`src/rtl/axil_axis_loopback_target_if.sv`:
```
// Bus bundle for the loopback target: AXI-Lite register port plus the ss (in) and sm (out) streams.
// "slave" is the target's view; "master" is the bridge or testbench side.
interface axil_axis_loopback_target_if #(
    parameter int pADDR_WIDTH = 12,
    parameter int pDATA_WIDTH = 32
);
    logic                   awvalid;
    logic                   awready;
    logic [pADDR_WIDTH-1:0] awaddr;
    logic                   wvalid;
    logic                   wready;
    logic [pDATA_WIDTH-1:0] wdata;
    logic                   arvalid;
    logic                   arready;
    logic [pADDR_WIDTH-1:0] araddr;
    logic                   rvalid;
    logic                   rready;
    logic [pDATA_WIDTH-1:0] rdata;
    logic                   ss_tvalid;
    logic                   ss_tready;
    logic [pDATA_WIDTH-1:0] ss_tdata;
    logic                   ss_tlast;
    logic                   sm_tvalid;
    logic                   sm_tready;
    logic [pDATA_WIDTH-1:0] sm_tdata;
    logic                   sm_tlast;

    modport slave (
        input  awvalid, awaddr, wvalid, wdata, arvalid, araddr, rready,
               ss_tvalid, ss_tdata, ss_tlast, sm_tready,
        output awready, wready, arready, rvalid, rdata,
               ss_tready, sm_tvalid, sm_tdata, sm_tlast
    );

    modport master (
        output awvalid, awaddr, wvalid, wdata, arvalid, araddr, rready,
               ss_tvalid, ss_tdata, ss_tlast, sm_tready,
        input  awready, wready, arready, rvalid, rdata,
               ss_tready, sm_tvalid, sm_tdata, sm_tlast
    );
endinterface

```
`src/rtl/axil_axis_loopback_target.sv`:
```
// AXI-Lite controlled loopback kernel: buffers data_length words from ss and replays them
// on sm in reverse order, reporting completion through ap_ctrl.
module axil_axis_loopback_target #(
    parameter int pADDR_WIDTH = 12,
    parameter int pDATA_WIDTH = 32,
    parameter int pDEPTH      = 64
) (
    input  logic wb_clk_i,
    input  logic wb_rst_i,
    axil_axis_loopback_target_if.slave bus
);
    localparam int AW = $clog2(pDEPTH);
    localparam int LW = AW + 1;

    typedef enum logic {W_ADDR, W_DATA} w_state_t;
    typedef enum logic {R_ADDR, R_DATA} r_state_t;
    typedef enum logic [1:0] {C_IDLE, C_RECV, C_SEND} c_state_t;

    w_state_t w_state, w_next;
    r_state_t r_state, r_next;
    c_state_t c_state, c_next;

    logic [7:0]             aw_addr;
    logic [LW-1:0]          data_length;
    logic [LW-1:0]          wr_cnt;
    logic [LW-1:0]          rd_idx;
    logic                   ap_done;
    logic                   ap_idle;
    logic [pDATA_WIDTH-1:0] rdata_q;
    logic [pDATA_WIDTH-1:0] buf_mem [pDEPTH];

    logic w_hs, ar_hs, ss_hs, sm_hs;
    logic wr_ctrl, wr_len, start_ok, last_in, last_out;
    logic unused_bits;

    function automatic logic [pDATA_WIDTH-1:0] reg_read(input logic [7:0] a, input logic done,
                                                         input logic idle, input logic [LW-1:0] len);
        reg_read = '0;
        case (a)
            8'h00:   reg_read[2:0]    = {idle, done, 1'b0};
            8'h10:   reg_read[LW-1:0] = len;
            default: ;
        endcase
    endfunction

    assign unused_bits = ^{bus.awaddr[pADDR_WIDTH-1:8], bus.araddr[pADDR_WIDTH-1:8],
                           bus.wdata[pDATA_WIDTH-1:LW], bus.ss_tlast};

    assign ap_idle  = (c_state == C_IDLE);
    assign w_hs     = (w_state == W_DATA) && bus.wvalid;
    assign ar_hs    = (r_state == R_ADDR) && bus.arvalid;
    assign ss_hs    = (c_state == C_RECV) && bus.ss_tvalid;
    assign sm_hs    = (c_state == C_SEND) && bus.sm_tready;
    assign wr_ctrl  = w_hs && (aw_addr == 8'h00);
    assign wr_len   = w_hs && (aw_addr == 8'h10);
    assign start_ok = wr_ctrl && bus.wdata[0] && ap_idle &&
                      (data_length != '0) && (data_length <= LW'(pDEPTH));
    assign last_in  = ss_hs && (wr_cnt == data_length - LW'(1));
    assign last_out = sm_hs && (rd_idx == '0);
    assign bus.rdata = rdata_q;

    always_ff @(posedge wb_clk_i) begin
        if (wb_rst_i) begin
            w_state <= W_ADDR;
            r_state <= R_ADDR;
            c_state <= C_IDLE;
        end else begin
            w_state <= w_next;
            r_state <= r_next;
            c_state <= c_next;
        end
    end

    // wready depends only on state, so a source may derive wvalid from it without a loop.
    always_comb begin
        w_next      = w_state;
        bus.awready = 1'b0;
        bus.wready  = 1'b0;
        case (w_state)
            W_ADDR: begin
                bus.awready = bus.awvalid;
                if (bus.awvalid) w_next = W_DATA;
            end
            W_DATA: begin
                bus.wready = 1'b1;
                if (bus.wvalid) w_next = W_ADDR;
            end
            default: w_next = W_ADDR;
        endcase
    end

    always_comb begin
        r_next      = r_state;
        bus.arready = 1'b0;
        bus.rvalid  = 1'b0;
        case (r_state)
            R_ADDR: begin
                bus.arready = bus.arvalid;
                if (bus.arvalid) r_next = R_DATA;
            end
            R_DATA: begin
                bus.rvalid = 1'b1;
                if (bus.rready) r_next = R_ADDR;
            end
            default: r_next = R_ADDR;
        endcase
    end

    always_comb begin
        c_next        = c_state;
        bus.ss_tready = 1'b0;
        bus.sm_tvalid = 1'b0;
        bus.sm_tdata  = '0;
        bus.sm_tlast  = 1'b0;
        case (c_state)
            C_IDLE: if (start_ok) c_next = C_RECV;
            C_RECV: begin
                bus.ss_tready = 1'b1;
                if (last_in) c_next = C_SEND;
            end
            C_SEND: begin
                bus.sm_tvalid = 1'b1;
                bus.sm_tdata  = buf_mem[rd_idx[AW-1:0]];
                bus.sm_tlast  = (rd_idx == '0);
                if (last_out) c_next = C_IDLE;
            end
            default: c_next = C_IDLE;
        endcase
    end

    // Read data is captured at address acceptance, so a same-cycle register write is not yet visible.
    always_ff @(posedge wb_clk_i) begin
        if (wb_rst_i) begin
            aw_addr     <= '0;
            rdata_q     <= '0;
            data_length <= '0;
            ap_done     <= 1'b0;
            wr_cnt      <= '0;
            rd_idx      <= '0;
        end else begin
            if (w_state == W_ADDR && bus.awvalid) aw_addr <= bus.awaddr[7:0];
            if (ar_hs) rdata_q <= reg_read(bus.araddr[7:0], ap_done, ap_idle, data_length);
            if (wr_len && ap_idle) data_length <= bus.wdata[LW-1:0];
            if (last_out) ap_done <= 1'b1;
            else if (start_ok || (ar_hs && bus.araddr[7:0] == 8'h00)) ap_done <= 1'b0;
            if (start_ok) wr_cnt <= '0;
            else if (ss_hs) wr_cnt <= wr_cnt + LW'(1);
            if (last_in) rd_idx <= data_length - LW'(1);
            else if (sm_hs && rd_idx != '0) rd_idx <= rd_idx - LW'(1);
        end
    end

    always_ff @(posedge wb_clk_i) begin
        if (ss_hs) buf_mem[wr_cnt[AW-1:0]] <= bus.ss_tdata;
    end
endmodule
```
`src/flat_wrapper.sv`:
```
// flat-port wrapper written by rule: the top's interface ports become plain ports
module axil_axis_loopback_target_flat 
#(
    parameter int pADDR_WIDTH = 12,
    parameter int pDATA_WIDTH = 32,
    parameter int pDEPTH      = 64
)
  (wb_clk_i, wb_rst_i, bus_awvalid, bus_awaddr, bus_wvalid, bus_wdata, bus_arvalid, bus_araddr, bus_rready, bus_ss_tvalid, bus_ss_tdata, bus_ss_tlast, bus_sm_tready, bus_awready, bus_wready, bus_arready, bus_rvalid, bus_rdata, bus_ss_tready, bus_sm_tvalid, bus_sm_tdata, bus_sm_tlast);
  axil_axis_loopback_target_if #(.pADDR_WIDTH(pADDR_WIDTH), .pDATA_WIDTH(pDATA_WIDTH)) bus_i ();
  input  logic wb_clk_i;
  input  logic wb_rst_i;
  input wire logic [$bits(bus_i.awvalid)-1:0] bus_awvalid;
  input wire logic [$bits(bus_i.awaddr)-1:0] bus_awaddr;
  input wire logic [$bits(bus_i.wvalid)-1:0] bus_wvalid;
  input wire logic [$bits(bus_i.wdata)-1:0] bus_wdata;
  input wire logic [$bits(bus_i.arvalid)-1:0] bus_arvalid;
  input wire logic [$bits(bus_i.araddr)-1:0] bus_araddr;
  input wire logic [$bits(bus_i.rready)-1:0] bus_rready;
  input wire logic [$bits(bus_i.ss_tvalid)-1:0] bus_ss_tvalid;
  input wire logic [$bits(bus_i.ss_tdata)-1:0] bus_ss_tdata;
  input wire logic [$bits(bus_i.ss_tlast)-1:0] bus_ss_tlast;
  input wire logic [$bits(bus_i.sm_tready)-1:0] bus_sm_tready;
  output wire logic [$bits(bus_i.awready)-1:0] bus_awready;
  output wire logic [$bits(bus_i.wready)-1:0] bus_wready;
  output wire logic [$bits(bus_i.arready)-1:0] bus_arready;
  output wire logic [$bits(bus_i.rvalid)-1:0] bus_rvalid;
  output wire logic [$bits(bus_i.rdata)-1:0] bus_rdata;
  output wire logic [$bits(bus_i.ss_tready)-1:0] bus_ss_tready;
  output wire logic [$bits(bus_i.sm_tvalid)-1:0] bus_sm_tvalid;
  output wire logic [$bits(bus_i.sm_tdata)-1:0] bus_sm_tdata;
  output wire logic [$bits(bus_i.sm_tlast)-1:0] bus_sm_tlast;
  assign bus_i.awvalid = bus_awvalid;
  assign bus_i.awaddr = bus_awaddr;
  assign bus_i.wvalid = bus_wvalid;
  assign bus_i.wdata = bus_wdata;
  assign bus_i.arvalid = bus_arvalid;
  assign bus_i.araddr = bus_araddr;
  assign bus_i.rready = bus_rready;
  assign bus_i.ss_tvalid = bus_ss_tvalid;
  assign bus_i.ss_tdata = bus_ss_tdata;
  assign bus_i.ss_tlast = bus_ss_tlast;
  assign bus_i.sm_tready = bus_sm_tready;
  assign bus_awready = bus_i.awready;
  assign bus_wready = bus_i.wready;
  assign bus_arready = bus_i.arready;
  assign bus_rvalid = bus_i.rvalid;
  assign bus_rdata = bus_i.rdata;
  assign bus_ss_tready = bus_i.ss_tready;
  assign bus_sm_tvalid = bus_i.sm_tvalid;
  assign bus_sm_tdata = bus_i.sm_tdata;
  assign bus_sm_tlast = bus_i.sm_tlast;
  axil_axis_loopback_target #(.pADDR_WIDTH(pADDR_WIDTH), .pDATA_WIDTH(pDATA_WIDTH), .pDEPTH(pDEPTH)) u_core (.wb_clk_i(wb_clk_i), .wb_rst_i(wb_rst_i), .bus(bus_i));
endmodule
```
`config.mk`:
```
export PLATFORM = sky130hd
export DESIGN_NAME = axil_axis_loopback_target_flat
export DESIGN_NICKNAME = d
export VERILOG_FILES = /design/src/rtl/axil_axis_loopback_target_if.sv /design/src/rtl/axil_axis_loopback_target.sv /design/src/flat_wrapper.sv
export SDC_FILE = /design/constraint.sdc
export NUM_CORES = 2
export LEC_CHECK = 0
export ABC_AREA = 1
export CAP_MARGIN = 25
export CORE_MARGIN = 4
export CORE_UTILIZATION = 55
export CTS_BUF_LIST = sky130_fd_sc_hd__clkbuf_8
export DETAILED_ROUTE_END_ITERATION = 12
export GPL_TIMING_DRIVEN = 1
export PLACE_DENSITY = 0.8
export SLEW_MARGIN = 40
export SYNTH_ARGS = -nofsm -noshare
export SYNTH_HDL_FRONTEND = slang
export SYNTH_SLANG_ARGS = --single-unit
```
`constraint.sdc`:
```
create_clock -name wb_clk_i -period 4.8 [get_ports wb_clk_i]
set_clock_uncertainty 0.05 [all_clocks]
set_input_delay 0.96 -clock wb_clk_i [delete_from_list [all_inputs] [get_ports wb_clk_i]]
set_output_delay 0.96 -clock wb_clk_i [all_outputs]
set_load 0.02 [all_outputs]
```
# After elaboration in Yosys (flattened, before gate mapping)
# Memory sizes are Yosys's and may differ from the RTL's. A register that Yosys moved wholly into a read port is not among the register bits.
# Index checks and enable logic that the tools add are counted.
[op_classes]
add_sub_neg = 3
mul = 0
div_mod_pow = 0
order_cmp = 1
n_eq_ne = 8
shifts = 0
n_mux = 28
bitwise_logic = 2
reduce_logical = 27
[op_table]
columns = ["operator", "n"]
rows = [
  ["two-way mux 32 bit", 1],
  ["equality test 8 x 5 -> 1 bit, second input constant", 2],
  ["logical AND 1 bit", 16],
  ["logical NOT 8 bit", 2],
  ["two-way mux 1 bit", 15],
  ["two-way mux 7 bit", 2],
  ["nonzero test 7 bit", 2],
  ["subtractor 7 x 1 -> 7 bit, second input constant", 2],
  ["two-way mux 6 bit", 2],
  ["adder 7 x 1 -> 7 bit, second input constant", 1],
  ["equality test 7 bit", 1],
  ["<= comparator 7 bit, second input constant", 1],
  ["logical NOT 7 bit", 1],
  ["two-way mux 2 bit", 3],
  ["case mux 2 bit (3 select lines)", 1],
  ["case mux 3 bit (2 select lines)", 1],
  ["two-way mux 4 bit", 1],
  ["!= test 2 x 1 -> 1 bit, second input constant", 2],
  ["case mux 1 bit (2 select lines)", 2],
  ["nonzero test 2 bit", 2],
  ["AND reduction 3 bit", 1],
  ["equality test 2 x 1 -> 1 bit, second input constant", 1],
  ["equality test 2 bit, second input constant", 1],
  ["logical NOT 2 bit", 1],
  ["other kinds (4)", 5],
]
[totals]
reg_bits = 41
latch_bits = 0
mem_bits_rw = 2048
romBits = 0
input_bits = 97
wordCells = 79
n_memories = 1
[memory_table]
columns = ["memory", "depth", "word_bits", "read_ports", "rd_ports_with_merged_regs", "wr", "line_no", "rtl"]
rows = [
  ["u_core.buf_mem", 64, 32, 1, 1, 1, "axil_axis_loopback_target.sv:30", "logic [pDATA_WIDTH-1:0] buf_mem [pDEPTH];"],
]

# Depth between registers and ports, before layout
[logic_depth]
word_depth = 9
ltp_mapped = 16

# Least setup slack after synthesis
# OpenSTA, ideal clock, no wires.
[synth_path]
path_type = "input to register"
from = "in bus_ss_tvalid"
to = "mem u_core.buf_mem[7][0], enable pin"
arrival_time_ns = 3.739
required_ns = 4.289
path_slack_ns = 0.550
cell_stages = 6
path_buffers = 0
cell_sequence = "inv_1 -> nor2_1 -> nand2_1 -> inv_1 -> nand2_1 -> nor3_1"
[synth_between]
elab_chain_len = 3
[synth_rtl]
columns = ["item", "line_no", "rtl"]
rows = [
  ["start, declared", "flat_wrapper.sv:19", "input wire logic [$bits(bus_i.ss_tvalid)-1:0] bus_ss_tvalid;"],
  ["logical AND 1 bit", "axil_axis_loopback_target.sv:52", "assign ss_hs = (c_state == C_RECV) && bus.ss_tvalid;"],
  ["two-way mux 1 bit", "axil_axis_loopback_target.sv:154", "if (ss_hs) buf_mem[wr_cnt[AW-1:0]] <= bus.ss_tdata;"],
  ["two-way mux 1 bit (implied by the code)", "axil_axis_loopback_target.sv:154", ""],
  ["end, declared", "axil_axis_loopback_target.sv:30", ""],
]
# Every way passes these cells.

==> metrics <==
area of the multi-input gates 19600 sq um; register area share after synthesis between 70% and 80%; arrival time at the worst endpoint 3760 ps; starting density of the core 55.3%; layout cells sized above 1 10.1%; peak supply drop roughly 0.00035 V; Post-synth EDFFs slightly above 2000; Clock Pin Slew Worst Setup and Hold Paths 60 ps; Crit Path Max Fanout 76; Die Wd between 300 and 400 um; crit-path cells buf_4 > buf_12 > o21ai_0 > o22ai_1 > nand2_1 > nand3_1 > nand3_1 > nand3_1 > nand2_1 > nor2_1 > buf_4 > buf_4; number of global-route vias before repair roughly 57000; I/O pin total ~170; Worst R2R Start u_core.c_state[1]; gate count of the mapped netlist 6937; biggest area consumer among synthesized cells edfxtp_1; Buf/Inv on CP 4; Top delay family on crit path buffers and inverters; Ys Warns 0; gr busiest metal met2; clock sinks about 2100; number of max-cap violations 0; GRT Util Overall ~29%; area of the core ~150000 sq um; fin crit period 4770 ps; Setup WS post-layout approximately 34 ps; Routed WL 239000 um; ANT nets after route 0; global-route wire length before repair between 300000 and 400000 um; cell area after layout between 90000 and 100000 sq um; Yosys top cell area share approximately three quarters; area post-placement approximately 88000 sq um; Critical Path Max Stage Delay 440 ps; worst slack at placement between 500 and 600 ps; final net count between 7000 and 8000; Synth cell types 35; drt via density 6.32; synthesized area per cell 12.1 sq um; Pwr Density 355 nW/um^2; worst-skew pair later-pin latency slightly below 1000 ps; clk buf depth 4; CTS tree built; pin count of the biggest net entering global routing 100; Setup violations, final 0; post-synthesis async set-or-reset flop share 0%; clk root buf clkbuf_8; grt ovf 0; Hold/Removal Path Class input pin to register; CP Launch Type register; Tcrit/Tclk final 99.3%; Hold Startpoint bus_ss_tdata[9]; Slew @ Worst Pin 918 ps; GP Congestion slightly below 0.9; CP Capture Type output pin; WHS between 400 and 500 ps; Synth Cell Area about 84000 sq um; GR Util met3 between 6 and 7%; Synth area leaders edfxtp_1 (73%), nand2_1 (7.1%), nand3_1 (7.0%), o21ai_0 (3.0%), nor2_1 (2.8%); Synth Register Bits approximately 2100; Filler Cell Count roughly 11000; FF+latch area between 60000 and 70000 sq um; Row Count 143; total number of vias 59200; Residual DRC 0; RSZ-0062 raised after global routing true; Slew headroom 38.6%; CTS buffer count around 320; Final Hold Fails 0; outcome finished, final reports clean; drt initial violations 9971; initial antenna violation count 6; Pwr Total 33.5 mW; Setup TNS Final 0 ps; slowest stage cell on the critical path dfxtp_4; HPWL Detailed ~120000 um; met2 Use GR 45.1%; Die H approximately 400 um; Layout area overhead 12.0%; Die Footprint approximately 160000 sq um; achievable frequency 210 MHz; port buffer count between 100 and 150; CP Data Required Time ~3800 ps; Pleak between 30 and 40 nW; DR pass1 iterations 7; Post-synth top flop edfxtp_1; H-tree level count 5; WS Path Type register to output pin; met1 usage 38.3%; WL per Instance roughly 26 um; Slew Limit Fails 0
## layout make-up
class / count / area share [%]
Multi-Input combinational cell: 4291 / 20.8
Tap cell: 2030 / 2.69
Sequential cell: 2095 / 66.3
Timing Repair Buffer: 338 / 4.08
Inverter: 91 / 0.418
Clock inverter: 203 / 0.960
Antenna cell: 1 / 0.00265
Clock buffer: 328 / 4.79
Timing Repair inverter: 2 / 0.0186
## cells in the final DEF, fill, tap and decap left out, types with 6 or more instances in the layout
master | Yosys | layout
a21oi_1 | 101 | 98
dfxtp_1 | 47 | 41
nor2_1 | 624 | 553
clkdlybuf4s50_1 | 0 | 44
buf_12 | 1 | 43
bufbuf_16 | 0 | 6
clkinv_1 | 2 | 76
clkinvlp_4 | 0 | 7
buf_4 | 72 | 191
edfxtp_1 | 2048 | 2048
buf_16 | 0 | 17
nor2_2 | 2 | 9
o21ai_0 | 499 | 499
o22ai_1 | 215 | 215
inv_1 | 86 | 179
nor2_4 | 0 | 64
clkinv_2 | 1 | 22
buf_6 | 25 | 12
dlygate4sd2_1 | 0 | 11
conb_1 | 1 | 25
clkbuf_8 | 0 | 328
nand2_1 | 1600 | 1599
nand3_1 | 1180 | 1176
## timing repair
| action | 4_1_cts | 5_1_grt |
|---|---|---|
| pin swaps | 1 | 0 |
| setup endpoints to repair | 32 | 18 |
| gates resized for setup | 48 | 13 |
| setup buffers | 13 | 0 |
| hold buffers | 0 | 0 |
| cloned | 8 | 5 |
## power by group
part / leakage, nW / switching [mW] / total, mW / internal [mW]
clock: 3.11 / 6.55 / 13.0 / 6.45
combinational: 10.9 / 0.338 / 0.398 / 0.0603
sequential: 18.8 / 0.00623 / 20.1 / 20.1
## worst register-to-register path: stages, from the launching register on
cell,delay (ps)
dfxtp_1,310
inv_1,100
nand2_1,110
nor2_1,270
inv_1,140
nor2_1,270
nand2_1,600
nor2_4,770
buf_4,410
## cell families (layout without fill, tap and decap cells)
family	Yosys count	count (layout)	share of synthesized area [%]
AO/OA/AOI/OAI	830	830	5.28
XOR/XNOR	6	6	0.0624
adder cells (fa/ha/maj)	5	5	0.0743
buffers and inverters	575	962	3.30
flip-flops	2095	2095	74.2
other	1	26	0.00446
AND/OR/NAND/NOR	3425	3425	17.1
## registers in the layout, summed over array words and instances, names as in the netlist, named ones only
register	count
u_core.ap_done	1
u_core.aw_addr	8
u_core.buf_mem	2048
u_core.bus.rdata	7
u_core.c_state	2
u_core.data_length	7
u_core.r_state	1
u_core.rd_idx	7
u_core.w_state	1
u_core.wr_cnt	7
## stage by stage
| step | std cells | utilization (%) |
|---|---|---|
| final | 9379 | 62.0 |
| after global routing | 9379 | 62.0 |
| after CTS | 9371 | 61.8 |
| after detailed placement | 8819 | 57.9 |
| after global placement | 8819 | 57.9 |
| after floorplan | 6961 | - |
## cell usage after synthesis, types with 25 or more instances
cell type,number
buf_6,25
dfxtp_1,47
nand3_1,1180
clkbuf_1,195
buf_1,74
nand2_1,1600
buf_4,72
o22ai_1,215
buf_2,117
nor2_1,624
a21oi_1,101
inv_1,86
o21ai_0,499
edfxtp_1,2048
## routing by layer
metal  wire length, um  vias to the layer above  share of wire [%]
li1                  -                    25300                  -
met1             81800                    28100                 34
met2            110000                     5015                 46
met3             34100                      826                 14
met4             13400                        4                5.6
met5                22                        -             0.0092
## worst paths after layout
kind | depth (start not counted) | end | slack (ps)
setup / recovery | 12 | bus_sm_tdata[24] | 30
hold / removal | 1 | u_core.buf_mem[41][9] | 420
setup reg to reg | 8 | u_core.buf_mem[9][9] | 1470
hold reg to reg | 2 | u_core.aw_addr[4] | 440
Power figures use the tool's default switching activity.
